**config.mk**
```make
export PLATFORM = sky130hd
export DESIGN_NAME = vec_cmd_issue
export DESIGN_NICKNAME = d
export VERILOG_FILES = /design/src/rtl/vec_pkg.sv /design/src/rtl/bsg_fifo_1r1w_small.sv /design/src/rtl/vec_cmd_issue.sv
export SDC_FILE = /design/constraint.sdc
export NUM_CORES = 1
export LEC_CHECK = 0
export CAP_MARGIN = 20
export CORE_MARGIN = 2
export CORE_UTILIZATION = 32
export DETAILED_ROUTE_END_ITERATION = 10
export GPL_TIMING_DRIVEN = 0
export PLACE_DENSITY_LB_ADDON = 0.05
export SYNTH_ARGS = -nofsm -noshare
export SYNTH_HDL_FRONTEND = slang
export SYNTH_HIERARCHICAL = 1
export SYNTH_SLANG_ARGS = --single-unit
```
**constraint.sdc**
```tcl
create_clock -name clk_i -period 4.2 [get_ports clk_i]
set_input_delay 0.84 -clock clk_i [delete_from_list [all_inputs] [get_ports clk_i]]
set_output_delay 0.84 -clock clk_i [all_outputs]
set_load 0.02 [all_outputs]
```
**src/rtl/vec_pkg.sv**
```systemverilog
// Shared types for the vector command issue stage: opcodes, packed instruction layout
// and the opcode legality check used before a command is handed to the core.
package vec_pkg;

   localparam int VEC_ADDR_W = 4;
   localparam int VEC_VDW    = 4;

   typedef enum logic [3:0] {
      ADD   = 4'b0000,
      SUB   = 4'b0001,
      MUL   = 4'b0010,
      SADD  = 4'b0100,
      SSUB  = 4'b0101,
      SMUL  = 4'b0110,
      READ  = 4'b1000,
      WRITE = 4'b1001,
      DOT   = 4'b1111
   } vec_op_e;

   typedef enum logic [1:0] {
      ST_IDLE,
      ST_ISSUE,
      ST_WAIT
   } issue_state_e;

   // Host-side instruction layout for the default geometry, MSB first.
   typedef struct packed {
      logic [3:0]            op;
      logic [VEC_ADDR_W-1:0] addr_d;
      logic [VEC_ADDR_W-1:0] addr_b;
      logic [VEC_ADDR_W-1:0] addr_a;
      logic [VEC_VDW-1:0]    scalar;
   } vec_instr_s;

   function automatic logic vec_op_legal(logic [3:0] op);
      logic ok;
      if (op[3] == 1'b0) ok = (op[1:0] != 2'b11);
      else               ok = (op == READ) || (op == WRITE) || (op == DOT);
      return ok;
   endfunction

endpackage

```
**src/rtl/bsg_fifo_1r1w_small.sv**
```systemverilog
// Small circular-buffer FIFO with valid/ready in and valid/yumi out.
// No bypass: a full queue refuses new data even when it is being drained in the same cycle.
module bsg_fifo_1r1w_small #(
   parameter int width_p = 8,
   parameter int els_p   = 4
) (
   input  logic               clk_i,
   input  logic               reset_n_i,
   input  logic               v_i,
   output logic               ready_o,
   input  logic [width_p-1:0] data_i,
   output logic               v_o,
   output logic [width_p-1:0] data_o,
   input  logic               yumi_i
);

   localparam int ptr_w_lp = (els_p > 1) ? $clog2(els_p) : 1;
   localparam int cnt_w_lp = $clog2(els_p + 1);
   localparam logic [ptr_w_lp-1:0] last_ptr_lp = ptr_w_lp'(els_p - 1);
   localparam logic [cnt_w_lp-1:0] full_cnt_lp = cnt_w_lp'(els_p);

   logic [width_p-1:0]  mem_q [els_p];
   logic [ptr_w_lp-1:0] wr_ptr_q, wr_ptr_d, rd_ptr_q, rd_ptr_d;
   logic [cnt_w_lp-1:0] cnt_q, cnt_d;
   logic                enq, deq;

   assign ready_o = reset_n_i & (cnt_q != full_cnt_lp);
   assign v_o     = (cnt_q != '0);
   assign data_o  = mem_q[rd_ptr_q];
   assign enq     = v_i & ready_o;
   assign deq     = yumi_i & v_o;

   always_comb begin
      wr_ptr_d = wr_ptr_q;
      rd_ptr_d = rd_ptr_q;
      if (enq) wr_ptr_d = (wr_ptr_q == last_ptr_lp) ? '0 : wr_ptr_q + 1'b1;
      if (deq) rd_ptr_d = (rd_ptr_q == last_ptr_lp) ? '0 : rd_ptr_q + 1'b1;
      cnt_d = cnt_q + cnt_w_lp'(enq) - cnt_w_lp'(deq);
   end

   always_ff @(posedge clk_i or negedge reset_n_i) begin
      if (!reset_n_i) begin
         wr_ptr_q <= '0;
         rd_ptr_q <= '0;
         cnt_q    <= '0;
      end else begin
         wr_ptr_q <= wr_ptr_d;
         rd_ptr_q <= rd_ptr_d;
         cnt_q    <= cnt_d;
      end
   end

   // Storage needs no reset: entries are only read once the count says they were written.
   always_ff @(posedge clk_i) begin
      if (enq) mem_q[wr_ptr_q] <= data_i;
   end

endmodule

```
**src/rtl/vec_cmd_issue.sv**
```systemverilog
// Command stage in front of the vector core: queues host instructions, drops illegal ops,
// issues one command at a time and skids core read results back to the host.
module vec_cmd_issue
   import vec_pkg::*;
#(
   parameter int els_p      = 10,
   parameter int vlen_p     = 4,
   parameter int vdw_p      = 4,
   parameter int fifo_els_p = 4,
   localparam int addr_w_lp = (els_p > 1) ? $clog2(els_p) : 1,
   localparam int instr_w_lp = 4 + 3 * addr_w_lp + vdw_p,
   localparam int data_w_lp  = vlen_p * vdw_p
) (
   input  logic                  clk_i,
   input  logic                  reset_n_i,
   input  logic                  instr_v_i,
   input  logic [instr_w_lp-1:0] instr_i,
   input  logic [data_w_lp-1:0]  wdata_i,
   output logic                  instr_ready_o,
   output logic [3:0]            op_o,
   output logic [addr_w_lp-1:0]  addrA_o,
   output logic [addr_w_lp-1:0]  addrB_o,
   output logic [addr_w_lp-1:0]  addrD_o,
   output logic [vdw_p-1:0]      scalar_o,
   output logic [data_w_lp-1:0]  w_data_o,
   output logic                  cmd_v_o,
   input  logic                  cmd_ready_i,
   input  logic                  done_i,
   input  logic                  core_v_i,
   input  logic [data_w_lp-1:0]  core_rdata_i,
   output logic                  core_yumi_o,
   output logic                  rdata_v_o,
   output logic [data_w_lp-1:0]  rdata_o,
   input  logic                  rdata_yumi_i,
   output logic                  busy_o,
   output logic                  illegal_o
);

   localparam int fifo_w_lp = instr_w_lp + data_w_lp;
   localparam int sc_lsb_lp = data_w_lp;
   localparam int a_lsb_lp  = sc_lsb_lp + vdw_p;
   localparam int b_lsb_lp  = a_lsb_lp + addr_w_lp;
   localparam int d_lsb_lp  = b_lsb_lp + addr_w_lp;

   logic                 fifo_v, fifo_yumi;
   logic [fifo_w_lp-1:0] fifo_data;

   bsg_fifo_1r1w_small #(.width_p(fifo_w_lp), .els_p(fifo_els_p)) u_fifo (
      .clk_i     (clk_i),
      .reset_n_i (reset_n_i),
      .v_i       (instr_v_i),
      .ready_o   (instr_ready_o),
      .data_i    ({instr_i, wdata_i}),
      .v_o       (fifo_v),
      .data_o    (fifo_data),
      .yumi_i    (fifo_yumi)
   );

   logic [3:0] head_op;
   logic       head_legal;
   assign head_op    = fifo_data[fifo_w_lp-1 -: 4];
   assign head_legal = fifo_v & vec_op_legal(head_op);

   issue_state_e         state_q, state_d;
   logic [3:0]           op_q, op_d;
   logic [addr_w_lp-1:0] addr_a_q, addr_a_d, addr_b_q, addr_b_d, addr_d_q, addr_d_d;
   logic [vdw_p-1:0]     scalar_q, scalar_d;
   logic [data_w_lp-1:0] wdata_q, wdata_d, rdata_q, rdata_d;
   logic                 illegal_q, illegal_d, rdata_v_q, rdata_v_d;
   logic                 load;

   // Illegal heads are only dropped from IDLE; a done_i with an illegal head returns there first.
   always_comb begin
      state_d   = state_q;
      fifo_yumi = 1'b0;
      load      = 1'b0;
      illegal_d = 1'b0;
      unique case (state_q)
         ST_IDLE: if (fifo_v) begin
            fifo_yumi = 1'b1;
            if (head_legal) begin
               load    = 1'b1;
               state_d = ST_ISSUE;
            end else begin
               illegal_d = 1'b1;
            end
         end
         ST_ISSUE: if (cmd_ready_i) state_d = ST_WAIT;
         ST_WAIT: if (done_i) begin
            if (head_legal) begin
               fifo_yumi = 1'b1;
               load      = 1'b1;
               state_d   = ST_ISSUE;
            end else begin
               state_d = ST_IDLE;
            end
         end
         default: state_d = ST_IDLE;
      endcase
   end

   always_comb begin
      op_d     = load ? head_op : op_q;
      addr_a_d = load ? fifo_data[a_lsb_lp +: addr_w_lp] : addr_a_q;
      addr_b_d = load ? fifo_data[b_lsb_lp +: addr_w_lp] : addr_b_q;
      addr_d_d = load ? fifo_data[d_lsb_lp +: addr_w_lp] : addr_d_q;
      scalar_d = load ? fifo_data[sc_lsb_lp +: vdw_p] : scalar_q;
      wdata_d  = load ? fifo_data[data_w_lp-1:0] : wdata_q;
      // Load has priority over consume, though yumi is never offered while the skid is full.
      rdata_v_d = rdata_v_q;
      rdata_d   = rdata_q;
      if (core_v_i && core_yumi_o) begin
         rdata_v_d = 1'b1;
         rdata_d   = core_rdata_i;
      end else if (rdata_yumi_i) begin
         rdata_v_d = 1'b0;
      end
   end

   always_ff @(posedge clk_i or negedge reset_n_i) begin
      if (!reset_n_i) begin
         state_q   <= ST_IDLE;
         op_q      <= '0;
         addr_a_q  <= '0;
         addr_b_q  <= '0;
         addr_d_q  <= '0;
         scalar_q  <= '0;
         wdata_q   <= '0;
         illegal_q <= 1'b0;
         rdata_v_q <= 1'b0;
         rdata_q   <= '0;
      end else begin
         state_q   <= state_d;
         op_q      <= op_d;
         addr_a_q  <= addr_a_d;
         addr_b_q  <= addr_b_d;
         addr_d_q  <= addr_d_d;
         scalar_q  <= scalar_d;
         wdata_q   <= wdata_d;
         illegal_q <= illegal_d;
         rdata_v_q <= rdata_v_d;
         rdata_q   <= rdata_d;
      end
   end

   assign op_o        = op_q;
   assign addrA_o     = addr_a_q;
   assign addrB_o     = addr_b_q;
   assign addrD_o     = addr_d_q;
   assign scalar_o    = scalar_q;
   assign w_data_o    = wdata_q;
   assign cmd_v_o     = (state_q == ST_ISSUE);
   assign core_yumi_o = reset_n_i & ~rdata_v_q;
   assign rdata_v_o   = rdata_v_q;
   assign rdata_o     = rdata_q;
   assign illegal_o   = illegal_q;
   assign busy_o      = fifo_v | (state_q != ST_IDLE);

endmodule

```
==> results of run 1 <==
layer usage:
| metal | track usage | part of all wire |
|---|---|---|
| met2 | 0.207 | 0.48 |
| met4 | 0.0370 | 0.026 |
| met1 | 0.165 | 0.44 |
| met3 | 0.0306 | 0.055 |
| met5 | 0 | 0 |
registers in the layout, indices dropped and copies added (netlist names):
name             cells
rdata_v_o            1
op_o                 4
illegal_o            1
scalar_o             4
rdata_o             16
u_fifo/cnt_q         3
addrB_o              4
u_fifo/rd_ptr_q      2
w_data_o            16
addrA_o              4
u_fifo/mem_q       144
addrD_o              4
state_q              2
u_fifo/wr_ptr_q      2
cells in the mapped netlist (all sizes together):
cell type	number
inv	12
buf	16
nand2	8
nor2b	2
fa	1
a22o	1
xnor2	2
mux2i	1
mux2	52
or3	2
ha	7
a21oi	5
nand2b	1
o221ai	2
dfrtp	63
o21ai	2
a31oi	6
and2	5
a21o	3
nand3	3
mux4	36
a21boi	1
edfxtp	144
nor3	1
nor2	5
o22ai	2
cell families (layout without fill, tap and decap cells):
kind of cell,Yosys count,in the layout,share of synthesized area
simple gates,27,27,0.0175
flops,207,207,0.731
fa+ha+maj,8,8,0.0133
buf+inv,28,195,0.0279
mux,89,89,0.188
compound gates,22,22,0.0206
xor+xnor,2,2,0.00217
layout make-up:
cell class | instances | share of cell area
multi-input cells | 148 | 0.185
plain buffers | 16 | 0.0171
inverters | 12 | 0.00427
flip-flops and latches | 207 | 0.559
repair buffers | 121 | 0.120
clock inverters | 10 | 0.00806
well taps | 330 | 0.0391
clock buffers | 36 | 0.0670
placed cells by master (no fill, tap or decap), types with 8 or more instances in the layout:
cell type / count
inv_1: 12
edfxtp_1: 144
dfrtp_1: 63
mux2_4: 29
clkdlybuf4s50_1: 115
mux4_2: 36
mux2_2: 15
clkbuf_16: 25
buf_12: 8
mux2_1: 8
critical path: cells and delay by family, from the launching register on:
family          cells  cell delay (ns)
buf+inv             6             0.80
fa+ha+maj           3             0.72
mux                 1             0.53
compound gates      3             0.42
flops               1             0.39
xor+xnor            2             0.26
simple gates        2             0.23
worst max path at each step:
| stage | from | to | slack [ns] | cells after the start |
|---|---|---|---|---|
| global placement | reset_n_i | u_fifo/mem_q[0][24]$_DFFE_PP_ | -2.75 | 4 |
| finish | u_fifo/rd_ptr_q[0]$_DFFE_PN0P_ | u_fifo/cnt_q[2]$_DFF_PN0_ | 0.72 | 17 |
| global route | u_fifo/rd_ptr_q[1]$_DFFE_PN0P_ | u_fifo/cnt_q[2]$_DFF_PN0_ | 0.47 | 17 |
| floorplan | u_fifo/rd_ptr_q[0]$_DFFE_PN0P_ | u_fifo/cnt_q[2]$_DFF_PN0_ | 1.07 | 17 |
| CTS | u_fifo/rd_ptr_q[1]$_DFFE_PN0P_ | u_fifo/cnt_q[2]$_DFF_PN0_ | 0.64 | 17 |
| detailed placement | u_fifo/rd_ptr_q[1]$_DFFE_PN0P_ | u_fifo/cnt_q[2]$_DFF_PN0_ | 0.65 | 17 |
through the flow:
step | worst slack, ns | hold WS [ns] | std cells | utilization | total power, mW
after global routing | 0.470 | 0.276 | 880 | 0.423 | 8.32
after CTS | 0.638 | 0.259 | 880 | 0.423 | 8.02
after detailed placement | 0.649 | 0.481 | 834 | 0.391 | 5.94
after global placement | -2.75 | 0.474 | 829 | 0.386 | 5.90
after floorplan | 1.07 | 0.483 | 383 | - | 4.92
final | 0.717 | 0.258 | 880 | 0.423 | 7.86
power groups by stage:
stage	clock [mW]	sequential, mW	combinational (mW)
3_3_place_gp	0	2.88	3.01
3_5_place_dp	0	2.88	3.06
5_1_grt	2.18	2.89	3.24
6_report	2.03	2.84	2.99
2_1_floorplan	0	3.10	1.82
4_1_cts	2.10	2.85	3.07
==> flow_metrics.env, run 1 <==
export IMPL_worstSetupPathType="reg2reg"
export IMPL_arrival_ns=3.87
export IMPL_vias=3996
export IMPL_postCtsSetupRepairBufs=0
export IMPL_cp_common_cell="inv_1"
export IMPL_area_growth_pct=30.7
export IMPL_leakage_nw=3.82
export IMPL_synth_largest_area_cell="edfxtp_1"
export IMPL_power_switching_mw=2.35
export IMPL_ir_drop_v=0.000380
export IMPL_clockBufferDepth=3
export IMPL_p_seq_frac=0.362
export IMPL_cp_end_kind="flip-flop"
export IMPL_r2r_start="u_fifo/rd_ptr_q[0]$_DFFE_PN0P_"
export IMPL_slew_violations=0
export IMPL_synth_top_area_frac=0.536
export IMPL_dr_pass1_iters=4
export IMPL_drive_gt1_frac=0.269
export IMPL_rsz0062_at_grt="false"
export IMPL_grt_ovfl_total=0
export IMPL_cp_slowest_cell="mux4_2"
export IMPL_cap_violations=0
export IMPL_switching_share=0.299
export IMPL_initial_core_util=0.323
export IMPL_ff2ff_setup_slack_ns=0.72
export IMPL_r2r_cells=17
export IMPL_port_buffers=116
export IMPL_fmax_ghz=0.287
export IMPL_cts_buffers_inserted=25
export IMPL_outcome="complete, no violations"
export IMPL_post_dp_hpwl_um=10100
export IMPL_ys_types=38
export IMPL_p_comb_frac=0.380
export IMPL_clock_latency_ns=0.52
export IMPL_cp_required_ns=4.59
export IMPL_synthTopCellsByArea="edfxtp_1, dfrtp_1, mux4_2"
export IMPL_diodes=0
export IMPL_final_nets=598
export IMPL_powerDensity_nw_per_um2=745
export IMPL_cts_hold_buf=0
export IMPL_grt_pass1_wl_um=24700
export IMPL_postSynthCellCount=383
export IMPL_grt_pass1_vias=4225
export IMPL_period_share=0.829
export IMPL_drt_wl_total_um=16300
export IMPL_tritoncts="done"
export IMPL_finalHoldViolCount=0
export IMPL_tightest_slew_ns=0.651
export IMPL_cts_root_buf="clkbuf_16"
export IMPL_start_kind="flip-flop"
export IMPL_cts_htree_levels=1
export IMPL_grtUsageTotal=0.125
export IMPL_synth_avg_cell_area_um2=21.1
export IMPL_setup_viol=0
export IMPL_path_max_fanout=10
export IMPL_gp_congestion=0.721
export IMPL_cts_resized=0
export IMPL_final_seq_area_um2=5900
export IMPL_r2r_end="u_fifo/cnt_q[2]$_DFF_PN0_"
export IMPL_synthesis_area_um2=8070
export IMPL_p_int_mw=5.51
export IMPL_setup_tns_ns=0
export IMPL_drc_errors=0
export IMPL_multi_input_area_um2=1950
export IMPL_die_height_um=163
export IMPL_dpl_cell_area_um2=9760
export IMPL_ant_nets=0
export IMPL_ios=117
export IMPL_first_iter_violations=164
export IMPL_critPathMaxStageDelay_ns=0.53
export IMPL_hold_class="in2async"
export IMPL_die_area_um2=26500
export IMPL_ys_warn_count=6
export IMPL_layout_min_cycle_time_ns=3.48
export IMPL_pwr_share_clk=0.258
export IMPL_cts_sinks=207
export IMPL_grt_max_degree=45
export IMPL_crit_chain="buf_6 > buf_8 > mux4_2 > buf_4 > a21o_4 > o221ai_2 > nand2_1 > a21oi_1 > nand2_1 > inv_1 > ha_1 > inv_1 > ha_1 > inv_1 > fa_1 > xnor2_1 > xnor2_1"
export IMPL_ys_seq_elements=207
export IMPL_rows=58
export IMPL_wl_per_cell_um=18.5
export IMPL_coreArea_um2=25000
export IMPL_dieWidth_um=163
export IMPL_vias_per_cell=4.54
export IMPL_finClkSkew_ns=0.0175
export IMPL_antenna_found_initial=0
export IMPL_clkTransAtPathRegs_ns=0.06
export IMPL_fill_cells=2258
export IMPL_syn_num_nets=450
export IMPL_stdcell_area_um2=10600
export IMPL_synth_yosys_seq_area_share=0.731
export IMPL_relSlewSlack=0.566
Note: power is estimated with default switching activity, not from simulation.
==> run 2, diff against run 1 <==
- clock period: 4.2 -> 3.4 ns (I/O delays scaled with it)
==> run 2 against run 1 <==
Final cell count rose by 0.34%. Combinational power is 25% higher. Final area up 0.37%. Global-route usage barely moved. Hold slack lost 0.16 ns. Maximum frequency is 9.5% higher. Critical path depth down 1. Utilization grew 0.16 points. Sequential power is 24% higher. Clock power rose by 24%.
==> flow_metrics.env, run 2 (synthesis gave the netlist of run 1 again) <==
export IMPL_wl_per_cell_um=18.5
export IMPL_gp_congestion=0.721
export IMPL_post_place_ws_ns=-0.151
export IMPL_period_share=0.936
export IMPL_rsz0062_at_grt="false"
export IMPL_layout_min_cycle_time_ns=3.18
export IMPL_outcome="complete, no violations"
export IMPL_cts_buffers_inserted=25
export IMPL_vias=4005
export IMPL_powerDensity_nw_per_um2=922
export IMPL_port_buffers=116
export IMPL_grtUsageTotal=0.125
export IMPL_grt_max_degree=45
export IMPL_diodes=0
export IMPL_tritoncts="done"
export IMPL_grt_util_met3=0.0306
export IMPL_final_seq_area_um2=5900
export IMPL_ios=117
export IMPL_multi_input_area_um2=1960
export IMPL_ir_drop_v=0.000472
export IMPL_grt_ovfl_total=0
export IMPL_coreArea_um2=25000
export IMPL_cts_root_buf="clkbuf_16"
export IMPL_grt_pass1_vias=4221
export IMPL_dieWidth_um=163
export IMPL_fmax_ghz=0.314
export IMPL_grt_use_met2=0.209
export IMPL_antenna_found_initial=0
export IMPL_leakage_nw=3.84
export IMPL_finClkSkew_ns=0.0183
export IMPL_die_area_um2=26500
export IMPL_tightest_slew_ns=0.646
export IMPL_post_dp_hpwl_um=10100
export IMPL_worstSetupPathType="reg2reg"
export IMPL_clockBufferDepth=3
export IMPL_drc_errors=0
export IMPL_dr_pass1_iters=4
export IMPL_cts_sinks=207
export IMPL_mostFrequentLayoutCells="edfxtp_1, clkdlybuf4s50_1, dfrtp_1"
export IMPL_drive_gt1_frac=0.275
export IMPL_clock_latency_ns=0.52
export IMPL_clkTransAtPathRegs_ns=0.06
export IMPL_initial_core_util=0.323
export IMPL_total_power_mw=9.76
export IMPL_rows=58
export IMPL_cap_violations=0
export IMPL_cts_htree_levels=1
export IMPL_drt_wl_total_um=16400
export IMPL_area_growth_pct=31.1
export IMPL_fin_ws_ns=0.218
export IMPL_setup_viol=0
export IMPL_largest_register_ffs=144
export IMPL_cp_required_ns=3.79
export IMPL_grt_pass1_wl_um=24700
export IMPL_cp_end_kind="flip-flop"
export IMPL_grt_use_met1=0.163
export IMPL_final_nets=601
export IMPL_die_height_um=163
export IMPL_ant_nets=0
export IMPL_arrival_ns=3.57
export IMPL_final_common_cell="edfxtp_1"
export IMPL_vias_per_cell=4.54
export IMPL_first_iter_violations=169
export IMPL_start_kind="flip-flop"
export IMPL_slew_violations=0
export IMPL_relSlewSlack=0.569
export IMPL_fill_cells=2256
export IMPL_path_max_fanout=10
export IMPL_hold_class="in2async"
export IMPL_finalHoldViolCount=0
export IMPL_busiest_layer="met2"
export IMPL_top_register="u_fifo/mem_q"
-- run 2: cell types whose count changed in the layout (fill, tap and decap cells not counted), sizes merged --
cell | previous run | this run
buf | 22 | 25
-- run 2: path summary, 6_finish.rpt --
check / start / to / slack (ns) / depth (start not counted)
setup / recovery: u_fifo/rd_ptr_q[0]$_DFFE_PN0P_ / u_fifo/cnt_q[2]$_DFF_PN0_ / 0.22 / 16
hold / removal: reset_n_i / w_data_o[4]$_DFFE_PN0P_ / 0.1 / 1
setup reg to reg: u_fifo/rd_ptr_q[0]$_DFFE_PN0P_ / u_fifo/cnt_q[2]$_DFF_PN0_ / 0.22 / 16
hold reg to reg: rdata_o[6]$_DFFE_PN0P_ / rdata_o[6]$_DFFE_PN0P_ / 0.49 / 1
max in group asynchronous: reset_n_i / rdata_o[1]$_DFFE_PN0P_ / 2.73 / 2
min in group clk_i: rdata_o[6]$_DFFE_PN0P_ / rdata_o[6]$_DFFE_PN0P_ / 0.49 / 1
-- run 2: layout make-up --
class / count / share of cell area
Tap cell: 330 / 0.0390
Clock inverter: 10 / 0.00803
Timing Repair Buffer: 125 / 0.122
Buffer: 15 / 0.0176
Sequential cell: 207 / 0.557
Clock buffer: 36 / 0.0668
Inverter: 12 / 0.00425
Multi-Input combinational cell: 148 / 0.185
-- run 2: metrics by stage --
stage / cells / hold slack (ns) / TNS, ns / utilization / cell area (µm²)
after floorplan: 383 / 0.384 / 0 / - / 8070
after global placement: 829 / 0.474 / -601.34 / 0.386 / 9650
after detailed placement: 834 / 0.481 / -0.151 / 0.391 / 9760
after CTS: 880 / 0.0993 / 0 / 0.423 / 10600
after global routing: 883 / 0.116 / 0 / 0.424 / 10600
final: 883 / 0.0975 / 0 / 0.424 / 10600
-- run 2: layer usage --
layer / part of all wire / up-vias / wire (µm)
met5: 0 / - / 0
met4: 0.026 / 0 / 418
met3: 0.058 / 32 / 944
met2: 0.49 / 101 / 7980
met1: 0.43 / 2052 / 7010
li1: - / 1820 / -
-- run 2: critical path: stages (launching register included) --
cell and delay (ns):
dfrtp_1 0.40, buf_12 0.16, mux4_2 0.51, buf_4 0.18
a21o_4 0.20, o221ai_2 0.08, nand2_1 0.08, a21oi_1 0.17
nand2_2 0.12, inv_1 0.07, ha_1 0.21, inv_1 0.05
ha_1 0.13, inv_1 0.05, fa_1 0.37, xnor2_1 0.14
xnor2_1 0.12
-- run 2: report_power, final --
part / switching, mW / total, mW / internal [mW]
Clock: 0.987 / 2.51 / 1.52
Sequential: 0.261 / 3.51 / 3.25
Combinational: 1.66 / 3.74 / 2.08
Total: 2.91 / 9.76 / 6.85
-- run 2: repair_timing --
action	4_1_cts	5_1_grt
setup endpoints to repair	2	1
resized for setup	5	2
hold buffers	0	0
setup buffers	1	3
==> run 3, diff against run 2 <==
- CAP_MARGIN: 20 -> default
- CORE_ASPECT_RATIO: default -> 1.2
- CTS_BUF_LIST: default -> sky130_fd_sc_hd__clkbuf_8 sky130_fd_sc_hd__clkbuf_16
==> run 3 against run 2 <==
Final area fell by 0.64%. Critical path depth unchanged. Non-clock buffer count increased by 3. Worst setup slack improved by 0.047 ns. Via count is 1.3% lower. Combinational power about the same. Register-to-register slack improved by 0.05 ns. Sequential share of layout area is 0.36 points higher. Wire length decreased by 0.70%. Count of clock-buffer cells in the layout shrank 12. Clock skew down 0.012 ns. Highest routed layer unchanged.
==> flow_metrics.env, run 3 (synthesis gave the netlist of run 1 again) <==
export IMPL_grtUsageTotal=0.126
export IMPL_power_switching_mw=2.87
export IMPL_grt_max_degree=41
export IMPL_cap_violations=0
export IMPL_ios=117
export IMPL_worstSetupPathType="reg2reg"
export IMPL_ant_nets=0
export IMPL_dieWidth_um=149
export IMPL_fin_util=0.425
export IMPL_clockBufferDepth=3
export IMPL_wl_per_cell_um=18.5
export IMPL_post_dp_hpwl_um=10200
export IMPL_finClkSkew_ns=0.00612
export IMPL_fmax_ghz=0.319
export IMPL_drt_wl_total_um=16200
export IMPL_antenna_found_initial=0
export IMPL_cts_hold_buf=0
export IMPL_first_iter_violations=141
export IMPL_setup_viol=0
export IMPL_outcome="complete, no violations"
export IMPL_dr_pass1_iters=4
export IMPL_die_height_um=178
export IMPL_cts_buffers_inserted=23
export IMPL_rsz0062_at_grt="false"
export IMPL_dpl_cell_area_um2=9740
export IMPL_die_area_um2=26500
export IMPL_largest_register_ffs=144
export IMPL_hold_class="in2async"
export IMPL_cp_end_kind="flip-flop"
export IMPL_top_register="u_fifo/mem_q"
export IMPL_cts_sinks=207
export IMPL_ir_drop_v=0.000398
export IMPL_drive_gt1_frac=0.274
export IMPL_stdcell_area_um2=10500
export IMPL_area_growth_pct=30.3
export IMPL_grt_pass1_vias=4246
export IMPL_switching_share=0.298
export IMPL_layout_min_cycle_time_ns=3.14
export IMPL_gp_congestion=0.691
export IMPL_cts_root_buf="clkbuf_16"
export IMPL_final_nets=602
export IMPL_p_seq_frac=0.364
export IMPL_grt_ovfl_total=0
export IMPL_cp_required_ns=3.82
export IMPL_finalHoldViolCount=0
export IMPL_p_int_mw=6.75
export IMPL_vias_per_cell=4.51
export IMPL_tightest_slew_ns=0.564
export IMPL_start_kind="flip-flop"
export IMPL_p_comb_frac=0.392
export IMPL_diodes=0
export IMPL_clkTransAtPathRegs_ns=0.06
export IMPL_path_max_fanout=11
export IMPL_slew_violations=0
export IMPL_pwr_share_clk=0.243
export IMPL_powerDensity_nw_per_um2=915
export IMPL_mostFrequentLayoutCells="edfxtp_1, clkdlybuf4s50_1, dfrtp_1"
export IMPL_vias=3954
export IMPL_cts_htree_levels=1
export IMPL_rows=63
export IMPL_initial_core_util=0.326
export IMPL_leakage_nw=3.83
export IMPL_period_share=0.922
export IMPL_tritoncts="done"
export IMPL_coreArea_um2=24800
export IMPL_port_buffers=116
export IMPL_final_common_cell="edfxtp_1"
export IMPL_clock_latency_ns=0.50
export IMPL_arrival_ns=3.56
export IMPL_relSlewSlack=0.624
export IMPL_drc_errors=0
export IMPL_grt_pass1_wl_um=24900
==> run 3: changes by cell type in the layout (fill, tap and decap cells not counted), sizes merged <==
cell    previous run  this run
bufinv             1         2
inv               13        15
clkbuf            36        24
clkinv             7        11
buf               25        28
==> run 3: layer usage <==
metal / wire length, µm / up-vias / global-route usage
met5: 0 / - / 0
met3: 1020 / 21 / 0.0302
li1: - / 1815 / -
met4: 312 / 0 / 0.0365
met2: 8110 / 111 / 0.217
met1: 6790 / 2007 / 0.158
==> run 3: cell type report <==
class,instances,area (µm²)
buffer,15,186
clock buffer,24,589
clock inverter,17,126
fill,2217,14200
inverter,12,45.0
multi-input combinational,148,1960
sequential,207,5900
tap,325,407
timing repair buffer,128,1310
==> run 3: stage by stage <==
stage          TNS, ns  setup slack [ns]  hold WS [ns]  instances  total power [mW]
2_1_floorplan        0             0.266         0.384        383              6.08
3_3_place_gp   -572.12             -3.25         0.474        824              7.29
3_5_place_dp    -0.147            -0.147         0.481        829              7.35
4_1_cts              0           0.00227         0.124        870              9.76
5_1_grt              0            0.0379         0.139        876              10.2
6_report             0             0.265         0.121        876              9.62
==> run 3: path summary, 6_finish.rpt <==
path                                                startpoint                   endpoint  slack (ns)  cells past startpoint
worst max-delay path            u_fifo/rd_ptr_q[0]$_DFFE_PN0P_  u_fifo/cnt_q[2]$_DFF_PN0_        0.26                     16
worst min-delay path                                 reset_n_i  u_fifo/cnt_q[2]$_DFF_PN0_        0.12                      1
worst max register to register  u_fifo/rd_ptr_q[0]$_DFFE_PN0P_  u_fifo/cnt_q[2]$_DFF_PN0_        0.26                     16
worst min register to register          rdata_o[9]$_DFFE_PN0P_     rdata_o[9]$_DFFE_PN0P_        0.49                      1
max in group asynchronous                            reset_n_i     addrA_o[1]$_DFFE_PN0P_        2.71                      2
min in group clk_i                      rdata_o[9]$_DFFE_PN0P_     rdata_o[9]$_DFFE_PN0P_        0.49                      1
==> run 3: worst max-delay path, cell delays in order, from the launching register on <==
cell and delay (ns):
dfrtp_1 0.40, buf_12 0.15, mux4_2 0.50, buf_4 0.18, a21o_4 0.20, o221ai_2 0.08, nand2_1 0.08, a21oi_1 0.17
nand2_2 0.08, inv_1 0.06, ha_1 0.21, inv_1 0.05, ha_1 0.12, inv_1 0.05, fa_1 0.37, xnor2_1 0.20
xnor2_1 0.13
==> run 3: timing repair <==
item                       CTS  global route
setup endpoints to repair    2             1
pin swaps                    0             2
setup buffers                1             6
resized for setup            4             4
==> run 3: power groups by stage <==
stage,registers (mW),clock network (mW),logic [mW]
after global placement,3.56,0,3.73
after floorplan,3.83,0,2.24
after global routing,3.57,2.53,4.09
final,3.51,2.34,3.77
after CTS,3.52,2.43,3.81
after detailed placement,3.56,0,3.79
